[config.mk]
export PLATFORM = sky130hd
export DESIGN_NAME = audio_stream_player
export DESIGN_NICKNAME = d
export VERILOG_FILES = /design/src/rtl/audio_pkg.sv /design/src/rtl/audio_pwm_dac.sv /design/src/rtl/audio_stream_player.sv
export SDC_FILE = /design/constraint.sdc
export NUM_CORES = 1
export LEC_CHECK = 0
export BUFFER_PORTS_ARGS = -buffer_cell sky130_fd_sc_hd__buf_2
export CAP_MARGIN = 10
export CORE_UTILIZATION = 60
export CTS_CLUSTER_DIAMETER = 120
export DETAILED_ROUTE_END_ITERATION = 10
export PLACE_DENSITY = 0.87
export REMOVE_ABC_BUFFERS = 1
export SLEW_MARGIN = 25
export SYNTH_ARGS = -nofsm -noshare
export SYNTH_HDL_FRONTEND = slang
export SYNTH_HIERARCHICAL = 1
export SYNTH_SLANG_ARGS = --single-unit
[constraint.sdc]
create_clock -name CLK -period 3.3 [get_ports CLK]
set_input_delay 0.33 -clock CLK [delete_from_list [all_inputs] [get_ports CLK]]
set_output_delay 0.33 -clock CLK [all_outputs]
set_load 0.005 [all_outputs]
[src/rtl/audio_pkg.sv]
// Shared types and constants for the audio stream player.
package audio_pkg;

    typedef enum logic [2:0] {
        ST_IDLE,
        ST_PRIME,
        ST_PLAY,
        ST_REQ,
        ST_WAIT
    } player_state_t;

    localparam int UNDERRUN_W = 16;

    // Offset-binary silence level: 2^(width-1).
    function automatic logic [31:0] silence_level(input int width);
        return 32'd1 << (width - 1);
    endfunction

endpackage

[src/rtl/audio_pwm_dac.sv]
// Single-bit PWM DAC: free-running period counter, duty reloaded only at the
// period boundary so a new sample never truncates or stretches a pulse.
module audio_pwm_dac
    import audio_pkg::*;
#(
    parameter int WIDTH = 8
) (
    input  logic             CLK,
    input  logic             RESET,
    input  logic [WIDTH-1:0] sample,
    output logic             pwm_out
);

    localparam logic [WIDTH-1:0] MIDPOINT = WIDTH'(silence_level(WIDTH));

    logic [WIDTH-1:0] pwm_cnt_q, pwm_cnt_d;
    logic [WIDTH-1:0] duty_q, duty_d;
    logic             pwm_out_q, pwm_out_d;

    // Next-state: count, latch duty on the last count of a period, compare.
    always_comb begin
        pwm_cnt_d = pwm_cnt_q + 1'b1;
        duty_d    = (pwm_cnt_q == '1) ? sample : duty_q;
        pwm_out_d = (pwm_cnt_q < duty_q);
    end

    // Register counter, duty and output.
    always_ff @(posedge CLK) begin
        if (RESET) begin
            pwm_cnt_q <= '0;
            duty_q    <= MIDPOINT;
            pwm_out_q <= 1'b0;
        end else begin
            pwm_cnt_q <= pwm_cnt_d;
            duty_q    <= duty_d;
            pwm_out_q <= pwm_out_d;
        end
    end

    assign pwm_out = pwm_out_q;

endmodule

[src/rtl/audio_stream_player.sv]
// Audio stream player: paces FIFO reads at the sample rate, primes before
// playback, plays silence and re-primes on underrun, drives a PWM DAC.
//
// state | meaning
// ------+------------------------------------------------------------
// IDLE  | not playing, output at silence
// PRIME | waiting for FIFO fill >= PRIME_LEVEL, output at silence
// PLAY  | holding current sample, waiting for the next sample tick
// REQ   | one-cycle FIFO read strobe
// WAIT  | capture read data; missing data counts as an underrun
module audio_stream_player
    import audio_pkg::*;
#(
    parameter int WIDTH       = 8,
    parameter int SAMPLE_DIV  = 1500,
    parameter int FILL_WIDTH  = 11,
    parameter int PRIME_LEVEL = 256
) (
    input  logic                  CLK,
    input  logic                  RESET,
    input  logic                  enable,
    output logic                  fifo_rd_en,
    input  logic [WIDTH-1:0]      fifo_rd_data,
    input  logic                  fifo_rd_valid,
    input  logic                  fifo_empty,
    input  logic [FILL_WIDTH-1:0] fifo_fill_level,
    output logic                  pwm_out,
    output logic                  playing,
    output logic [15:0]           underrun_count
);

    localparam int DIV_W = (SAMPLE_DIV > 1) ? $clog2(SAMPLE_DIV) : 1;
    localparam logic [WIDTH-1:0]      MIDPOINT   = WIDTH'(silence_level(WIDTH));
    localparam logic [DIV_W-1:0]      TICK_LAST  = DIV_W'(SAMPLE_DIV - 1);
    localparam logic [FILL_WIDTH-1:0] PRIME_FILL = FILL_WIDTH'(PRIME_LEVEL);

    player_state_t         state_q, state_d;
    logic [DIV_W-1:0]      tick_cnt_q, tick_cnt_d;
    logic [WIDTH-1:0]      sample_next_q, sample_next_d;
    logic [UNDERRUN_W-1:0] underrun_q, underrun_d;
    logic                  rd_en_q, rd_en_d;
    logic                  playing_q, playing_d;
    logic                  tick;
    logic                  underrun_evt;

    assign tick = (tick_cnt_q == TICK_LAST);

    // Next-state logic for the divider, FSM, sample and underrun counter.
    always_comb begin
        tick_cnt_d    = tick ? '0 : tick_cnt_q + 1'b1;
        state_d       = state_q;
        sample_next_d = sample_next_q;
        underrun_d    = underrun_q;
        underrun_evt  = 1'b0;

        unique case (state_q)
            ST_IDLE: begin
                sample_next_d = MIDPOINT;
                if (enable) state_d = ST_PRIME;
            end
            ST_PRIME: begin
                sample_next_d = MIDPOINT;
                if (!enable)                         state_d = ST_IDLE;
                else if (fifo_fill_level >= PRIME_FILL) state_d = ST_PLAY;
            end
            ST_PLAY: begin
                if (!enable) begin
                    state_d       = ST_IDLE;
                    sample_next_d = MIDPOINT;
                end else if (tick) begin
                    if (!fifo_empty) begin
                        state_d = ST_REQ;
                    end else begin
                        underrun_evt = 1'b1;
                        state_d      = ST_PRIME;
                    end
                end
            end
            ST_REQ: begin
                state_d = ST_WAIT;
            end
            ST_WAIT: begin
                if (fifo_rd_valid) begin
                    sample_next_d = fifo_rd_data;
                    state_d       = ST_PLAY;
                end else begin
                    underrun_evt = 1'b1;
                    state_d      = ST_PRIME;
                end
            end
            default: begin
                state_d = ST_IDLE;
            end
        endcase

        if (underrun_evt) begin
            sample_next_d = MIDPOINT;
            if (underrun_q != '1) underrun_d = underrun_q + 1'b1;
        end

        // Outputs are registered from the next state so they line up with it.
        rd_en_d   = (state_d == ST_REQ);
        playing_d = (state_d == ST_PLAY) || (state_d == ST_REQ) || (state_d == ST_WAIT);
    end

    // State and output registers; reset drops any read in flight.
    always_ff @(posedge CLK) begin
        if (RESET) begin
            state_q       <= ST_IDLE;
            tick_cnt_q    <= '0;
            sample_next_q <= MIDPOINT;
            underrun_q    <= '0;
            rd_en_q       <= 1'b0;
            playing_q     <= 1'b0;
        end else begin
            state_q       <= state_d;
            tick_cnt_q    <= tick_cnt_d;
            sample_next_q <= sample_next_d;
            underrun_q    <= underrun_d;
            rd_en_q       <= rd_en_d;
            playing_q     <= playing_d;
        end
    end

    assign fifo_rd_en     = rd_en_q;
    assign playing        = playing_q;
    assign underrun_count = underrun_q;

    audio_pwm_dac #(
        .WIDTH (WIDTH)
    ) u_pwm_dac (
        .CLK     (CLK),
        .RESET   (RESET),
        .sample  (sample_next_q),
        .pwm_out (pwm_out)
    );

endmodule

==> summary.txt <==
Power and ir drop
  • Switching share of total power: 20.2%
  • Comb pwr share: 4.0%
  • Pwr Density: 477 nW/µm²
  • P_sw: between 0.0003 and 0.0004 W
  • Cell Int Power: around 0.0012 W
  • Clock network fraction of total power: between 40% and 50%
  • Worst vdd ir: 375 µV
  • Leak pwr: ~1.1 nW
  • Sequential group share of total power: 46.7%

Finish
  • Total inserted antenna cells: 0
  • Layout Area Growth over Synthesis: 14.8%
  • Design area: 3170 µm²
  • Final nets: around 380
  • Fin cells: slightly below 400
  • Layout cells sized above 1: between 10% and 20%
  • Post-Route Utilization: approximately 72%

Global route
  • Largest net degree at the start of global routing: 47
  • First-pass GRT wire length: 9.69 mm
  • Grt ovf: 0
  • GR Util All Layers: between 20% and 30%
  • Number of global-route vias before repair: ~2300
  • Antenna violations before repair: 0

Placement
  • DP Wirelength: between 3 and 4 mm
  • Placed cell area: slightly below 3000 µm²
  • Cell Count Post-Placement: between 300 and 400
  • I/O Buffers: 34
  • GPL Wtd Cong: roughly 0.84

STA
  • Final period util: ~70%
  • Fmax: 440 MHz
  • Minimum clock period: ~2.3 ns
  • Hold Violations, Final: 0
  • Final setup violation count: 0
  • Total negative slack: 0 ns
  • Slew @ Worst Pin: approximately 0.73 ns
  • Clk_skew: slightly above 0.008 ns
  • Worst rel slew slack: between 50% and 60%
  • RSZ-0062 raised after global routing: false
  • Max Slew Vio Count: 0

Synth
  • EDFF count, synth: 0
  • Syn_area_per_cell: around 9 µm²
  • Synth area leader: dfxtp_1
  • Share of the yosys chip area belonging to registers: approximately two fifths
  • Share of the synthesized area in the top cell type: 41.3%
  • Top-count cell post-synth: dfxtp_1
  • Netlist cell types: 45
  • Async S/R FF share, synth: 0%
  • Synth Instances: ~310
  • Synth Warn #: 6
  • Top cells by count, synth: dfxtp_1 (57), a21oi_1 (28), nor2_1 (28)
  • Top post-synthesis cells by area: dfxtp_1 (41%), a21oi_1 (5.1%), ha_1 (4.5%)
  • Synthesis-stage register bit count: 57
  • Main flop type after synthesis: dfxtp_1
  • Synth Cell Area: around 2800 µm²

Clock tree
  • Clock Sinks: 57
  • Total CTS buffers: 9
  • Clock buffer depth: 2
  • Post-CTS resize count: 0
  • CTS tree: done
  • Setup repair bufs after CTS: 0
  • Cts hold-fix bufs: 0
  • Clk pin slew, worst setup/hold paths: roughly 0.060 ns
  • Worst-skew pair later-pin latency: 0.34 ns
  • H-tree levels: 3
  • Clk root buf: clkbuf_8

Floorplan
  • I/O pin cnt: between 40 and 50
  • Initial Util: between 60% and 70%
  • Die width: around 70 µm
  • Num rows: 24
  • Die ar.: about 4900 µm²
  • Die H: approximately 70 µm
  • Core area: between 4000 and 5000 µm²

Run
  • Max-cap violation count: 0

Critical path
  • Critical path capture point type: flop
  • WS Path Type: reg -> reg
  • Crit path required time: ~3.6 ns
  • Crit start category: flop
  • Worst path max stage delay: 0.53 ns
  • Flop2flop setup slack: 1.03 ns
  • Arrival time at the worst endpoint: 2.54 ns
  • CP max stage cell: or4_1
  • Crit-path max FO: 16
  • Crit-path cells: ha_1, nand4b_1, nor4_4, o22ai_2, or4_1, a21oi_1

Detailed routing
  • Via-per-instance ratio: about 5.8
  • Routed wire per std cell: approximately 14 µm
  • Final ANT Viol Nets: 0
  • Final wirelength: approximately 5.5 mm
  • # DRC: 0
  • DR pass1 iterations: 4
  • Initial drt markers: about 140
  • Vias: 2297

Min path
  • Worst min-delay path class: in -> reg

Run status
  • Status: completed
power by group through the flow:
stage          logic (W)  clock network (W)  registers [W]
6_report       0.0000602           0.000746       0.000708
4_1_cts        0.0000604           0.000758       0.000707
2_1_floorplan  0.0000329                  0       0.000721
5_1_grt        0.0000678           0.000784       0.000709
3_3_place_gp   0.0000574                  0       0.000722
3_5_place_dp   0.0000600                  0       0.000723
metal layers:
metal / wire length, µm / global-route usage [%] / share of wire (%) / up-vias
met2: 2640 / 42.2 / 48 / 41
met4: 135 / 13.6 / 2.5 / 0
met5: 0 / 0 / 0 / -
met3: 198 / 6.06 / 3.6 / 13
li1: - / - / - / 1164
met1: 2480 / 28.8 / 45 / 1079
state kept, by name, summed over array words and instances, names as in the netlist:
signal / count
underrun_count: 16
tick_cnt_q: 11
sample_next_q: 8
u_pwm_dac/duty_q: 8
u_pwm_dac/pwm_cnt_q: 8
state_q: 3
fifo_rd_en: 1
playing: 1
u_pwm_dac/pwm_out: 1
logic make-up (layout without fill, tap and decap cells):
logic type / after synthesis / in the layout / share of synthesized area, %
AO/OA/AOI/OAI: 61 / 61 / 13.6
multiplexers: 10 / 10 / 3.62
AND/OR/NAND/NOR: 131 / 131 / 28.4
buffers and inverters: 21 / 61 / 3.80
flip-flops: 57 / 57 / 41.3
adder cells (fa/ha/maj): 10 / 10 / 4.53
XOR/XNOR: 15 / 15 / 4.75
worst max-delay path: cells and delay by family (launching register included):
kind | cells | cell delay (ns)
AND/OR/NAND/NOR | 3 | 1.16
AO/OA/AOI/OAI | 2 | 0.44
flip-flops | 1 | 0.35
adder cells (fa/ha/maj) | 1 | 0.25
cells in the final DEF, fill, tap and decap left out, drive strengths merged, types with 5 or more instances in the layout:
cell type / synthesis / routed
nor2: 29 / 29
nand2: 21 / 21
nand4: 5 / 5
mux2i: 10 / 10
buf: 4 / 35
o31ai: 5 / 5
xor2: 8 / 8
inv: 11 / 11
a21oi: 28 / 28
xnor2: 7 / 7
clkbuf: 6 / 13
dfxtp: 57 / 57
ha: 10 / 10
nand3: 11 / 11
o211ai: 10 / 10
or4: 5 / 5
o21ai: 12 / 12
nand2b: 18 / 18
or3: 12 / 12
final timing paths:
| check | to | cells past startpoint | from |
|---|---|---|---|
| worst max register to register | underrun_count[5] | 6 | tick_cnt_q[0] |
| worst min-delay path | sample_next_q[3] | 3 | fifo_rd_data[3] |
| worst min register to register | sample_next_q[6] | 2 | sample_next_q[6] |
| worst max-delay path | underrun_count[5] | 6 | tick_cnt_q[0] |
stage by stage:
step / power (W) / hold WS (ns) / setup slack, ns
6_report: 0.00151 / 0.276 / 1.03
5_1_grt: 0.00156 / 0.295 / 0.859
4_1_cts: 0.00153 / 0.265 / 1.02
3_5_place_dp: 0.000783 / 0.444 / 1.02
3_3_place_gp: 0.000779 / 0.430 / 1.10
2_1_floorplan: 0.000754 / 0.397 / 1.30
area by class of cell:
type                       count  area [µm²]
inverter                      11        41.3
sequential                    57        1140
timing repair buffer          35         178
clock buffer                  13         169
multi-input combinational    227        1520
tap                           52        65.1
fill                         327        1210
clock inverter                 2        60.1
Power figures use the tool's default switching activity.
